===== config.mk =====
export PLATFORM = sky130hd
export DESIGN_NAME = bcd_countdown_timer
export DESIGN_NICKNAME = d
export VERILOG_FILES = /design/src/rtl/bcd_countdown_timer.sv
export SDC_FILE = /design/constraint.sdc
export NUM_CORES = 1
export LEC_CHECK = 0
export ABC_AREA = 1
export BUFFER_PORTS_ARGS = -buffer_cell sky130_fd_sc_hd__buf_4
export CAP_MARGIN = 40
export CORE_AREA = 4 4 79 81
export DETAILED_ROUTE_END_ITERATION = 8
export DIE_AREA = 0 0 83 85
export HOLD_SLACK_MARGIN = 0.05
export PLACE_DENSITY = 0.78
export SYNTH_ARGS = -nofsm -noshare
export SYNTH_HDL_FRONTEND = slang
export SYNTH_SLANG_ARGS = --single-unit

===== constraint.sdc =====
create_clock -name clk -period 2.2 [get_ports clk]
set_input_delay 0.22 -clock clk [delete_from_list [all_inputs] [get_ports clk]]
set_output_delay 0.22 -clock clk [all_outputs]
set_load 0.01 [all_outputs]

===== src/rtl/bcd_countdown_timer.sv =====
// HH:MM:SS BCD countdown timer with prescaler, start/stop, one-shot/auto-reload,
// validated runtime load, done pulse and sticky expired flag.
module bcd_countdown_timer #(
  parameter int unsigned TICK_DIV    = 1,
  parameter logic [23:0] DEFAULT_VAL = 24'h595959
) (
  input  logic        clk,
  input  logic        rst,
  input  logic        load,
  input  logic [23:0] load_val,
  input  logic        start,
  input  logic        stop,
  input  logic        reload_mode,
  output logic [3:0]  x5,
  output logic [3:0]  x4,
  output logic [3:0]  x3,
  output logic [3:0]  x2,
  output logic [3:0]  x1,
  output logic [3:0]  x0,
  output logic        running,
  output logic        done,
  output logic        expired,
  output logic        load_err
);

  localparam int unsigned PW        = (TICK_DIV > 1) ? $clog2(TICK_DIV) : 1;
  localparam logic [PW-1:0] PRESC_MAX = PW'(TICK_DIV - 1);

  logic [23:0]   r_count;
  logic [23:0]   r_reload;
  logic [PW-1:0] r_presc;
  logic          r_running;
  logic          r_done;
  logic          r_expired;
  logic          r_load_err;

  logic [23:0]   w_dec;
  logic          w_borrow;
  logic          w_zero;
  logic          w_dec_zero;
  logic          w_tick;
  logic          w_load_valid;
  logic          w_load_ok;
  logic          w_start_ok;

  // Tens-of-minutes and tens-of-seconds digits are limited to 0..5.
  function automatic logic bcd_ok(input logic [23:0] v);
    return (v[23:20] <= 4'd9) && (v[19:16] <= 4'd9) && (v[15:12] <= 4'd5) &&
           (v[11:8]  <= 4'd9) && (v[7:4]   <= 4'd5) && (v[3:0]   <= 4'd9);
  endfunction

  // One-count decrement with borrow rippling from seconds up to hours.
  always_comb begin
    w_dec    = r_count;
    w_borrow = 1'b1;
    for (int i = 0; i < 6; i++) begin
      if (w_borrow) begin
        if (r_count[4*i +: 4] == 4'd0) begin
          w_dec[4*i +: 4] = (i == 1 || i == 3) ? 4'd5 : 4'd9;
        end else begin
          w_dec[4*i +: 4] = r_count[4*i +: 4] - 4'd1;
          w_borrow        = 1'b0;
        end
      end
    end
  end

  assign w_zero       = (r_count == 24'd0);
  assign w_dec_zero   = (w_dec == 24'd0);
  assign w_tick       = r_running && (r_presc == PRESC_MAX);
  assign w_load_valid = bcd_ok(load_val);
  assign w_load_ok    = load && w_load_valid;
  // At zero only an armed auto-reload may start; expiry needs a fresh load.
  assign w_start_ok   = !w_zero || (reload_mode && !r_expired);

  always_ff @(posedge clk) begin
    if (rst) begin
      r_count    <= DEFAULT_VAL;
      r_reload   <= DEFAULT_VAL;
      r_presc    <= '0;
      r_running  <= 1'b0;
      r_done     <= 1'b0;
      r_expired  <= 1'b0;
      r_load_err <= 1'b0;
    end else begin
      r_done     <= 1'b0;
      r_load_err <= load && !w_load_valid;
      if (w_load_ok) begin
        r_count   <= load_val;
        r_reload  <= load_val;
        r_presc   <= '0;
        r_expired <= 1'b0;
      end else if (stop) begin
        r_running <= 1'b0;
        r_presc   <= '0;
      end else if (!r_running) begin
        if (start && w_start_ok) begin
          r_running <= 1'b1;
        end
      end else if (w_tick) begin
        r_presc <= '0;
        if (!w_zero) begin
          r_count <= w_dec;
          if (w_dec_zero) begin
            r_done <= 1'b1;
            if (!reload_mode) begin
              r_running <= 1'b0;
              r_expired <= 1'b1;
            end
          end
        end else if (reload_mode && (r_reload != 24'd0)) begin
          r_count <= r_reload;
        end else begin
          r_running <= 1'b0;
          r_expired <= 1'b1;
        end
      end else begin
        r_presc <= r_presc + PW'(1);
      end
    end
  end

  assign x5       = r_count[23:20];
  assign x4       = r_count[19:16];
  assign x3       = r_count[15:12];
  assign x2       = r_count[11:8];
  assign x1       = r_count[7:4];
  assign x0       = r_count[3:0];
  assign running  = r_running;
  assign done     = r_done;
  assign expired  = r_expired;
  assign load_err = r_load_err;

endmodule


Yosys cells after proc, flatten, opt, wreduce, memory -nomap -nowiden
Index checks and enable logic that the tools add are counted.
{ "op_classes": {"add_sub_neg": 7, "n_mul": 0, "div": 0, "order_cmp": 6, "eq_ne": 4, "n_shift": 0, "muxes": 40, "n_bitwise": 4, "reduce_logical": 32} }
{ "op_table": {"columns": ["operator", "count"], "rows": [
  ["24-bit two-way mux", 6],
  ["24-bit zero test", 2],
  ["4-bit two-way mux", 11],
  ["4-bit zero test", 6],
  ["24-bit nonzero test", 1],
  ["4-bit by 1-bit subtractor with 4-bit output (second input constant)", 6],
  ["1-bit two-way mux", 23],
  ["4-bit <= comparator (second input constant)", 4],
  ["1-bit logical AND", 11],
  ["4-bit by 3-bit <= comparator with 1-bit output (second input constant)", 2],
  ["6-bit AND reduction", 1],
  ["2-bit nonzero test", 3],
  ["6-bit OR reduction", 1],
  ["2-bit by 1-bit != test with 1-bit output (second input constant)", 2],
  ["1-bit inverter", 4],
  ["4-bit AND reduction", 1],
  ["1-bit zero test", 3],
  ["3-bit by 1-bit != test with 1-bit output (second input constant)", 1],
  ["3-bit OR reduction", 1],
  ["2-bit != test (second input constant)", 1],
  ["2-bit OR reduction", 1],
  ["1-bit adder (second input constant)", 1],
  ["1-bit logical OR", 1]
]} }
{ "word_totals": {"ff_bits": 53, "latch_bits": 0, "ramBits": 0, "romBits": 0, "inputBits": 30, "n_memories": 0} }

Depth between registers and ports, before layout
Gate-level depths: netlist of run 1.
{ "depth": {"word_depth": 13, "depth_mapped": 14, "ltp_nobuf": 14} }

Worst setup path before layout of run 1
Ideal clock, no wire load.
{ "synth_timing": {"path_kind": "flip-flop to flip-flop", "from": "reg r_count[4]", "to": "reg r_count[20]", "setup_time_ns": 0.119, "arrival_time_ns": 1.769, "slack_ns": 0.312, "stages_incl_launch_ff": 12, "n_path_buf": 1, "path_cell_list": "dfxtp_1 nor2_1 nand2_1 nor2_8 nand3_4 nor3_4 nand2_1 nand2_2 nand2_4 buf_2 a21oi_1 o21ai_1"} }
{ "synth_between": {"elab_chain_len": 12, "elab_cells_between_ends": 15, "cone_classes": "1 x eq/ne; 11 x mux; 3 x reduce/logical"} }
{ "synth_rtl": {"columns": ["item", "line", "rtl"], "rows": [
  ["start, declared", "29", "logic [23:0] r_count;"],
  ["start signal, assigned", "89", "r_count <= load_val;"],
  ["start signal, assigned", "103", "r_count <= w_dec;"],
  ["start signal, assigned", "112", "r_count <= r_reload;"],
  ["4-bit zero test", "58", "if (r_count[4*i +: 4] == 4'd0) begin"],
  ["1-bit two-way mux", "58", null],
  ["1-bit two-way mux (4 in series)", "57", "if (w_borrow) begin"],
  ["4-bit two-way mux", "57", null],
  ["24-bit two-way mux", "102", "if (!w_zero) begin"],
  ["24-bit two-way mux", "100", "end else if (w_tick) begin"],
  ["24-bit two-way mux", "96", "end else if (!r_running) begin"],
  ["24-bit two-way mux", "93", "end else if (stop) begin"],
  ["24-bit two-way mux", "88", "if (w_load_ok) begin"]
]} }
Parallel ways exist; a longest one is shown, timed or not. The select of a mux whose other input is x is not followed.
A chain may end at the register's enable or synchronous reset.

Worst setup path in the final report of run 1
{ "layout_timing": {"from": "reg r_count[13]", "to": "reg r_running (netlist: running)"} }
{ "layout_between": {"elab_chain_len": 11, "elab_cells_between_ends": 20, "cone_classes": "1 x add/sub; 13 x mux; 6 x reduce/logical"} }
{ "layout_rtl": {"columns": ["item", "line", "rtl"], "rows": [
  ["parallel branches: the longest is 9 deep, another holds 4-bit by 1-bit subtractor with 4-bit output", null, null],
  ["1-bit two-way mux (*)", "96", null],
  ["1-bit two-way mux (*)", "93", null],
  ["end signal, assigned", "94", "r_running <= 1'b0;"],
  ["end signal, assigned", "98", "r_running <= 1'b1;"],
  ["end signal, assigned", "107", "r_running <= 1'b0;"],
  ["end, declared", "32", "logic r_running;"]
]} }
Every way passes the cells marked *.

==> results of run 1 <==
[power by group]
group | internal, mW | switching (mW)
Clock | 0.256 | 0.329
Sequential | 0.983 | 0.0227
Combinational | 0.134 | 0.165
Total | 1.37 | 0.517
[worst min-delay path by stage]
stage / startpoint / endpoint / slack [ns] / depth (start not counted)
after floorplan: stop / r_presc / 0.30 / 1
after global placement: stop / r_presc / 0.42 / 2
after detailed placement: stop / r_presc / 0.42 / 2
after CTS: stop / r_presc / 0.09 / 2
after global routing: stop / r_presc / 0.08 / 2
final: stop / r_presc / 0.1 / 2
[registers in the layout, summed over array words and instances (netlist names)]
signal    count
running       1
r_presc       1
load_err      1
r_reload     24
done          1
expired       1
r_count      24
[per-stage QoR]
| step | hold slack [ns] | setup slack [ns] | utilization | instance area (um^2) |
|---|---|---|---|---|
| after floorplan | 0.297 | 0.312 | - | 2990 |
| after global placement | 0.422 | -0.0910 | 0.667 | 3650 |
| after detailed placement | 0.416 | -0.128 | 0.667 | 3650 |
| after CTS | 0.0890 | 0.00175 | 0.695 | 3800 |
| after global routing | 0.0835 | -0.00377 | 0.718 | 3930 |
| final | 0.0951 | 0.124 | 0.718 | 3930 |
[area by class of cell]
class,count,area [um^2],area share
tap,72,90.1,0.0229
clock inverter,2,13.8,0.00350
sequential,53,1070,0.272
clock buffer,6,82.6,0.0210
inverter,46,183,0.0465
multi-input combinational,353,1730,0.442
timing repair buffer,99,756,0.192
[cell families (layout without fill, tap and decap cells)]
logic type | Yosys count | after routing | share of synthesized area
AOI/OAI and AO/OA | 86 | 86 | 0.164
xor gates and xnor gates | 4 | 4 | 0.0117
buffers and inverters | 61 | 153 | 0.0840
DFF | 53 | 53 | 0.355
and+or+nand+nor | 263 | 263 | 0.386
[cells in the final DEF, fill, tap and decap left out, types with 2 or more instances in the layout]
master,synthesis,routed
a21boi_0,2,2
a21oi_1,20,19
a31oi_1,6,6
and3_1,2,2
buf_4,0,98
clkbuf_8,0,6
clkinv_4,0,3
dfxtp_1,53,47
dfxtp_2,0,6
inv_1,43,42
nand2_1,146,142
nand2_2,1,5
nand2_4,2,2
nand3_1,27,26
nand4_1,9,9
nor2_1,55,49
nor2_2,3,6
nor2_4,1,4
nor3_1,4,3
nor4_1,6,6
o211ai_1,11,11
o21ai_0,30,28
o21ai_1,6,8
o22ai_1,8,8
xor2_1,3,3
[worst max-delay path: cells and delay by family (launching register included)]
family	cells	cell delay, ns
buf+inv	3	0.41
compound gates	2	0.18
simple gates	8	1.00
flops	1	0.35
[what timing repair did]
item	in CTS	in global routing
pin swaps	3	9
setup buffers	6	7
hold endpoints to repair	0	0
setup endpoints to repair	21	26
gates resized for setup	4	25
cloned	0	0
[metal layers]
| metal | part of all wire | wire (um) | vias up |
|---|---|---|---|
| li1 | - | - | 1723 |
| met1 | 0.43 | 4130 | 1606 |
| met2 | 0.47 | 4490 | 166 |
| met3 | 0.079 | 757 | 17 |
| met4 | 0.016 | 150 | 0 |
| met5 | 0 | 0 | - |
==> impl_metrics.env, run 1 <==
export IMPL_grt_busiest_layer="met2"
export IMPL_r2r_end="running"
export IMPL_nets=588
export IMPL_crit_path_start="r_count[13]"
export IMPL_timing_final_crit_share=0.944
export IMPL_cts_root_buffer="clkbuf_8"
export IMPL_drt_iter0_markers=381
export IMPL_maxSlewHeadroom=0.652
export IMPL_overflow=0
export IMPL_hpwl_mm=6.95
export IMPL_grtUsageMet2=0.456
export IMPL_core_area_mm2=0.00547
export IMPL_period_needed_ns=2.08
export IMPL_antenna_cells=0
export IMPL_yosysWarnings=0
export IMPL_path_cells="nor2_4, nand2_1, nor2_4, nand3_4, nor3_4, buf_4, buf_4, buf_4, nand2_1, a21oi_1, nor3_1, nand2_1, a21oi_1"
export IMPL_grt_use_met1=0.338
export IMPL_die_height_um=85
export IMPL_post_synth_top_area_fraction=0.355
export IMPL_worstSetupEndpointType="flop"
export IMPL_antenna_left=0
export IMPL_slowest_stage="dfxtp_2"
export IMPL_fmaxAchievable_ghz=0.482
export IMPL_netlist_instances=467
export IMPL_cellLeakagePower_nw=1.85
export IMPL_gr_usage_met3=0.0563
export IMPL_hold_viol=0
export IMPL_start_util=0.547
export IMPL_r2r_start="r_count[13]"
export IMPL_ctsHoldBuffers=0
export IMPL_rows=27
export IMPL_fin_setup_tns_ns=0
export IMPL_drive_gt1_frac=0.249
export IMPL_grt_pass1_wl_mm=15.4
export IMPL_htreeDepth=2
export IMPL_synth_area_mm2=0.00299
export IMPL_synthTopCellsByArea="dfxtp_1 (35%), nand2_1 (18%), nor2_1 (6.9%)"
export IMPL_cts_tree="done"
export IMPL_area_delta_synth_final_pct=31.2
export IMPL_ios=58
export IMPL_port_buffers=57
export IMPL_routabilityCongestion=0.919
export IMPL_worst_pin_slew_ns=0.518
export IMPL_startpoint_type="flop"
export IMPL_setup_violations=0
export IMPL_power_density_mw_per_mm2=481
export IMPL_report_final_slew_viol_count=0
export IMPL_synth_commonest_cells="nand2_1 (146), nor2_1 (55), dfxtp_1 (53)"
export IMPL_cp_endpoint="running"
export IMPL_antenna_found_initial=0
export IMPL_total_power_mw=1.89
export IMPL_critPathMaxFanout=4
export IMPL_reg2reg_setup_slack_ns=0.12
export IMPL_num_vias=3512
export IMPL_avgSynthCellArea_um2=6.41
export IMPL_grt_pass1_vias=3216
export IMPL_final_cells=631
export IMPL_ff2ff_path_depth=13
export IMPL_clk_latency_ns=0.31
export IMPL_critical_path_class="reg2reg"
export IMPL_synth_most_common_cell="nand2_1"
export IMPL_clock_path_buffers=2
export IMPL_drc=0
export IMPL_wl_per_cell_um=15.1
export IMPL_synth_top_area_cell="dfxtp_1"
export IMPL_ys_types=38
export IMPL_cp_data_arrival_time_ns=2.26
export IMPL_finClkSkew_ns=0.00686
export IMPL_synth_main_ff_cell="dfxtp_1"
export IMPL_ir_drop_v=0.000289
export IMPL_dr_pass1_iters=5
export IMPL_finalWirelength_mm=9.53
export IMPL_slowest_delay_ns=0.35
export IMPL_track_usage=0.265
export IMPL_n_fill_cell=488
export IMPL_place_inst=610
export IMPL_clock_sinks=53
export IMPL_status="complete, no violations"
export IMPL_grt_max_degree=30
export IMPL_synth_nets=497
export IMPL_die_w_um=83
export IMPL_synth_edff_count=0
export IMPL_post_drt_via_cell_ratio=5.57
export IMPL_seq_area_frac_synth=0.355
export IMPL_required_ns=2.39
export IMPL_async_reset_ff_frac=0
export IMPL_maxCapViolCount=0
export IMPL_clk_pin_slew_worst_paths_ns=0.10
export IMPL_hold_path_class="in2reg"
export IMPL_die_area_mm2=0.00706
export IMPL_synth_seq_cells=53
export IMPL_cts_buffers_inserted=5
No activity file was read; power rests on OpenSTA's default activity.
==> inputs of run 2 (changes only) <==
MAX_ROUTING_LAYER = met4   (was not set)
==> impl_metrics.env, run 2 (synthesized netlist as in run 1, its figures left out) <==
export IMPL_cts_root_buffer="clkbuf_8"
export IMPL_grt_use_met1=0.354
export IMPL_place_inst=611
export IMPL_cellLeakagePower_nw=1.83
export IMPL_critical_path_class="reg2reg"
export IMPL_period_needed_ns=2.08
export IMPL_hpwl_mm=7.02
export IMPL_overflow=0
export IMPL_path_cells="nor2_1, nand3_2, inv_2, nand3_4, nor3_4, nand2_1, nand2_2, nand2_4, inv_4, nand2_1, a31oi_1"
export IMPL_grt_pass1_vias=3251
export IMPL_finClkSkew_ns=0.00924
export IMPL_hold_viol=0
export IMPL_num_vias=3479
export IMPL_clk_pin_slew_worst_paths_ns=0.10
export IMPL_cts_buffers_inserted=5
export IMPL_port_buffers=57
export IMPL_critPathMaxFanout=15
export IMPL_multi_input_area_mm2=0.00174
export IMPL_antenna_cells=0
export IMPL_gr_usage_met3=0.0544
export IMPL_startpoint_type="flop"
export IMPL_fmaxAchievable_ghz=0.480
export IMPL_die_w_um=83
export IMPL_core_area_mm2=0.00547
export IMPL_final_util=0.714
export IMPL_clk_latency_ns=0.31
export IMPL_setup_violations=0
export IMPL_worst_pin_slew_ns=0.586
export IMPL_drc=0
export IMPL_grt_pass1_wl_mm=15.6
export IMPL_ir_drop_v=0.000473
export IMPL_reg2reg_setup_slack_ns=0.12
export IMPL_required_ns=2.43
export IMPL_maxCapViolCount=0
export IMPL_cts_tree="done"
export IMPL_n_fill_cell=494
export IMPL_slowest_stage="dfxtp_1"
export IMPL_die_height_um=85
export IMPL_timing_final_crit_share=0.947
export IMPL_status="complete, no violations"
export IMPL_drt_iter0_markers=262
export IMPL_maxSlewHeadroom=0.606
export IMPL_die_area_mm2=0.00706
export IMPL_htreeDepth=2
export IMPL_ff2ff_path_depth=11
export IMPL_nets=584
export IMPL_wl_per_cell_um=15.3
export IMPL_seqCellArea_mm2=0.00107
export IMPL_crit_family="simple AND/OR/NAND/NOR gates"
export IMPL_antenna_left=0
export IMPL_drive_gt1_frac=0.240
export IMPL_power_density_mw_per_mm2=508
export IMPL_final_cells=627
export IMPL_routabilityCongestion=0.936
export IMPL_hold_path_class="in2reg"
export IMPL_clock_sinks=53
export IMPL_rows=27
export IMPL_track_usage=0.277
export IMPL_slowest_delay_ns=0.32
export IMPL_min_path_cells=2
export IMPL_cp_num_cells=11
export IMPL_report_final_slew_viol_count=0
export IMPL_cp_data_arrival_time_ns=2.32
export IMPL_finalWirelength_mm=9.56
export IMPL_reg_top3="r_count x24, r_reload x24"
export IMPL_dr_pass1_iters=5
export IMPL_grt_max_degree=30
export IMPL_worstSetupEndpointType="flop"
export IMPL_cp_common_cell="nand2_1"
export IMPL_critPathBufInv=2
export IMPL_antenna_found_initial=0
export IMPL_ios=58
export IMPL_layout_cells_most_common="nand2_1"
export IMPL_clock_path_buffers=2
export IMPL_area_delta_synth_final_pct=30.5
export IMPL_grt_busiest_layer="met2"
export IMPL_final_cell_mix="nand2_1 (142), buf_4 (92), nor2_1 (49)"
export IMPL_start_util=0.547
export IMPL_post_drt_via_cell_ratio=5.55
export IMPL_grtUsageMet2=0.450
==> run 2: changes by cell type in the layout (fill, tap and decap cells not counted), sizes merged <==
cell / previous run / this run
clkinv: 5 / 2
bufinv: 0 / 1
buf: 99 / 95
inv: 43 / 45
==> run 2: worst register-to-register path: stages, from the launching register on <==
cell and delay [ns]:
dfxtp_1 0.32, nor2_1 0.23, nand3_2 0.15, inv_2 0.13
nand3_4 0.12, nor3_4 0.24, nand2_1 0.10, nand2_2 0.13
nand2_4 0.12, inv_4 0.20, nand2_1 0.08, a31oi_1 0.19
==> run 2: repair_timing <==
item                       in CTS  in global routing
pin swaps                       2                 13
gates resized for setup         0                 28
setup endpoints to repair      18                 26
setup buffers                   5                  3
hold buffers                    0                  0
==> run 2: path summary, 6_finish.rpt <==
path	start	endpoint
setup / recovery	r_count[16]	r_count[13]
hold / removal	stop	r_presc
setup reg to reg	r_count[16]	r_count[13]
hold reg to reg	r_presc	r_presc
==> run 2: layer usage <==
metal,vias to the layer above,share of wire
met2,165,0.47
met3,23,0.087
met4,0,0.024
met1,1578,0.42
met5,-,0
li1,1713,-
==> run 2: cell type report <==
class | count | share of cell area
Clock buffer | 6 | 0.0186
Timing Repair Buffer | 95 | 0.186
Inverter | 46 | 0.0449
Sequential cell | 53 | 0.274
Clock inverter | 2 | 0.00993
Multi-Input combinational cell | 353 | 0.444
Tap cell | 72 | 0.0231
==> run 2: per-stage QoR <==
step                cell area [um^2]  hold slack [ns]  setup TNS [ns]  worst slack (ns)  total power, mW
floorplan                       2990            0.297               0             0.312             1.17
global placement                3660            0.417          -0.189           -0.0683             1.31
detailed placement              3660            0.422          -0.654            -0.101             1.31
CTS                             3810           0.0903               0            0.0120             1.96
global route                    3910           0.0833          -0.272           -0.0574             2.06
finish                          3910           0.0988               0             0.116             1.98
==> run 2: power breakdown <==
part / leakage [nW] / total, mW / switching, mW / internal (mW)
Clock: 0.0554 / 0.679 / 0.337 / 0.342
Sequential: 0.429 / 1.01 / 0.0232 / 0.983
Combinational: 1.34 / 0.298 / 0.165 / 0.134
==> inputs of run 3 (changes only) <==
CORE_AREA = 2 2 92 67   (was 4 4 79 81)
DIE_AREA = 0 0 94 69   (was 0 0 83 85)
==> impl_metrics.env, run 3 (synthesized netlist as in run 1, its figures left out) <==
export IMPL_overflow=0
export IMPL_maxSlewHeadroom=0.641
export IMPL_setup_violations=0
export IMPL_status="complete, no violations"
export IMPL_fmaxAchievable_ghz=0.481
export IMPL_start_util=0.533
export IMPL_reg2reg_setup_slack_ns=0.12
export IMPL_worst_pin_slew_ns=0.538
export IMPL_antenna_left=0
export IMPL_ios=58
export IMPL_antenna_found_initial=0
export IMPL_clock_path_buffers=2
export IMPL_htreeDepth=2
export IMPL_critical_path_class="reg2reg"
export IMPL_nets=586
export IMPL_period_needed_ns=2.08
export IMPL_post_drt_via_cell_ratio=5.62
export IMPL_final_util=0.689
export IMPL_grt_pass1_vias=3245
export IMPL_hold_viol=0
export IMPL_cts_buffers_inserted=5
export IMPL_finClkSkew_ns=0.00495
export IMPL_area_delta_synth_final_pct=29.3
export IMPL_final_cells=632
export IMPL_clk_latency_ns=0.30
export IMPL_antenna_cells=0
export IMPL_fin_ws_ns=0.122
export IMPL_die_area_mm2=0.00649
export IMPL_finalInstanceArea_mm2=0.00387
export IMPL_wl_per_cell_um=15.3
export IMPL_layout_cells_most_common="nand2_1"
export IMPL_reg_top3="r_count x24, r_reload x24"
export IMPL_power_share_clock=0.295
export IMPL_grt_setup_unrepaired="true"
export IMPL_required_ns=2.44
export IMPL_die_height_um=69
export IMPL_seq_power_share=0.544
export IMPL_ctsHoldBuffers=0
export IMPL_total_power_mw=1.85
export IMPL_hold_path_class="in2reg"
export IMPL_die_w_um=94
export IMPL_place_inst=617
export IMPL_report_final_slew_viol_count=0
export IMPL_cts_tree="done"
export IMPL_clock_sinks=53
export IMPL_power_density_mw_per_mm2=479
export IMPL_cellLeakagePower_nw=1.83
export IMPL_seqCellArea_mm2=0.00106
export IMPL_timing_final_crit_share=0.944
export IMPL_grt_pass1_wl_mm=15.6
export IMPL_whs_ns=0.103
export IMPL_cts_root_buffer="clkbuf_8"
export IMPL_switching_power_mw=0.516
export IMPL_final_cell_mix="nand2_1 (143), buf_4 (96), dfxtp_1 (52)"
export IMPL_placed_area_mm2=0.00368
export IMPL_p_comb_frac=0.161
export IMPL_core_area_mm2=0.00561
export IMPL_r2r_start="r_count[17]"
export IMPL_dr_pass1_iters=6
export IMPL_internal_power_mw=1.34
export IMPL_port_buffers=57
export IMPL_r2r_end="r_count[9]"
export IMPL_grt_max_degree=23
export IMPL_rows=23
export IMPL_ir_drop_v=0.000335
export IMPL_cp_endpoint="r_count[9]"
export IMPL_critPathMaxFanout=7
export IMPL_p_sw_frac=0.278
export IMPL_cp_data_arrival_time_ns=2.32
export IMPL_startpoint_type="flop"
export IMPL_multi_input_area_mm2=0.00172
export IMPL_ff2ff_path_depth=12
export IMPL_num_vias=3553
export IMPL_n_fill_cell=497
export IMPL_track_usage=0.308
export IMPL_fin_setup_tns_ns=0
export IMPL_drt_iter0_markers=362
export IMPL_dp_slack_ns=0.00247
export IMPL_hpwl_mm=7.25
export IMPL_hp_start="stop"
export IMPL_clk_pin_slew_worst_paths_ns=0.10
export IMPL_crit_path_start="r_count[17]"
export IMPL_routabilityCongestion=0.976
export IMPL_finalWirelength_mm=9.64
export IMPL_drive_gt1_frac=0.232
export IMPL_drc=0
export IMPL_worstSetupEndpointType="flop"
export IMPL_maxCapViolCount=0
## run 3: cell count changes in the layout (fill, tap and decap cells not counted), moves of 2 or more
cell	before	now
dfxtp_1	47	52
clkinv_2	0	2
buf_6	3	1
dfxtp_2	6	1
nor2_4	5	3
buf_4	92	96
nor2_2	5	7
## run 3: worst min-delay path by stage
stage                    to  slack (ns)  cells past startpoint
floorplan           r_presc        0.30                      1
global placement    r_presc        0.42                      2
detailed placement  r_presc        0.42                      2
CTS                 r_presc         0.1                      2
global route        r_presc        0.09                      2
finish              r_presc        0.10                      2
## run 3: area by class of cell
cell class	instances	share of cell area
clock buffer	6	0.0188
clock inverter	2	0.00259
inverter	46	0.0453
multi-input combinational	353	0.445
sequential	53	0.275
tap	75	0.0243
timing repair buffer	97	0.189
## run 3: worst max-delay path: stages (launching register included)
cell,delay [ns]
dfxtp_1,0.36
nor2_1,0.22
nand3_2,0.15
inv_2,0.15
nand3_4,0.10
nor3_4,0.28
inv_2,0.11
buf_4,0.18
nor2_1,0.08
nor2_1,0.05
o21ai_1,0.14
nand2_1,0.07
a21oi_1,0.12
## run 3: per-layer routing
metal,GRT usage,vias up,part of all wire
met5,-,-,0
met4,0.0612,0,0.014
met3,0.0536,22,0.11
met2,0.460,205,0.44
met1,0.440,1605,0.44
li1,-,1721,-
## run 3: timing repair
action                     4_1_cts  5_1_grt
setup endpoints to repair        3       27
setup buffers                    2        5
resized for setup                0       18
pin swaps                        1        4
## run 3: power groups by stage
| stage | clock network [mW] | logic, mW | registers, mW |
|---|---|---|---|
| floorplan | 0 | 0.136 | 1.03 |
| global placement | 0 | 0.282 | 1.03 |
| detailed placement | 0 | 0.285 | 1.03 |
| CTS | 0.549 | 0.286 | 1.00 |
| global route | 0.588 | 0.326 | 1.01 |
| finish | 0.547 | 0.298 | 1.01 |
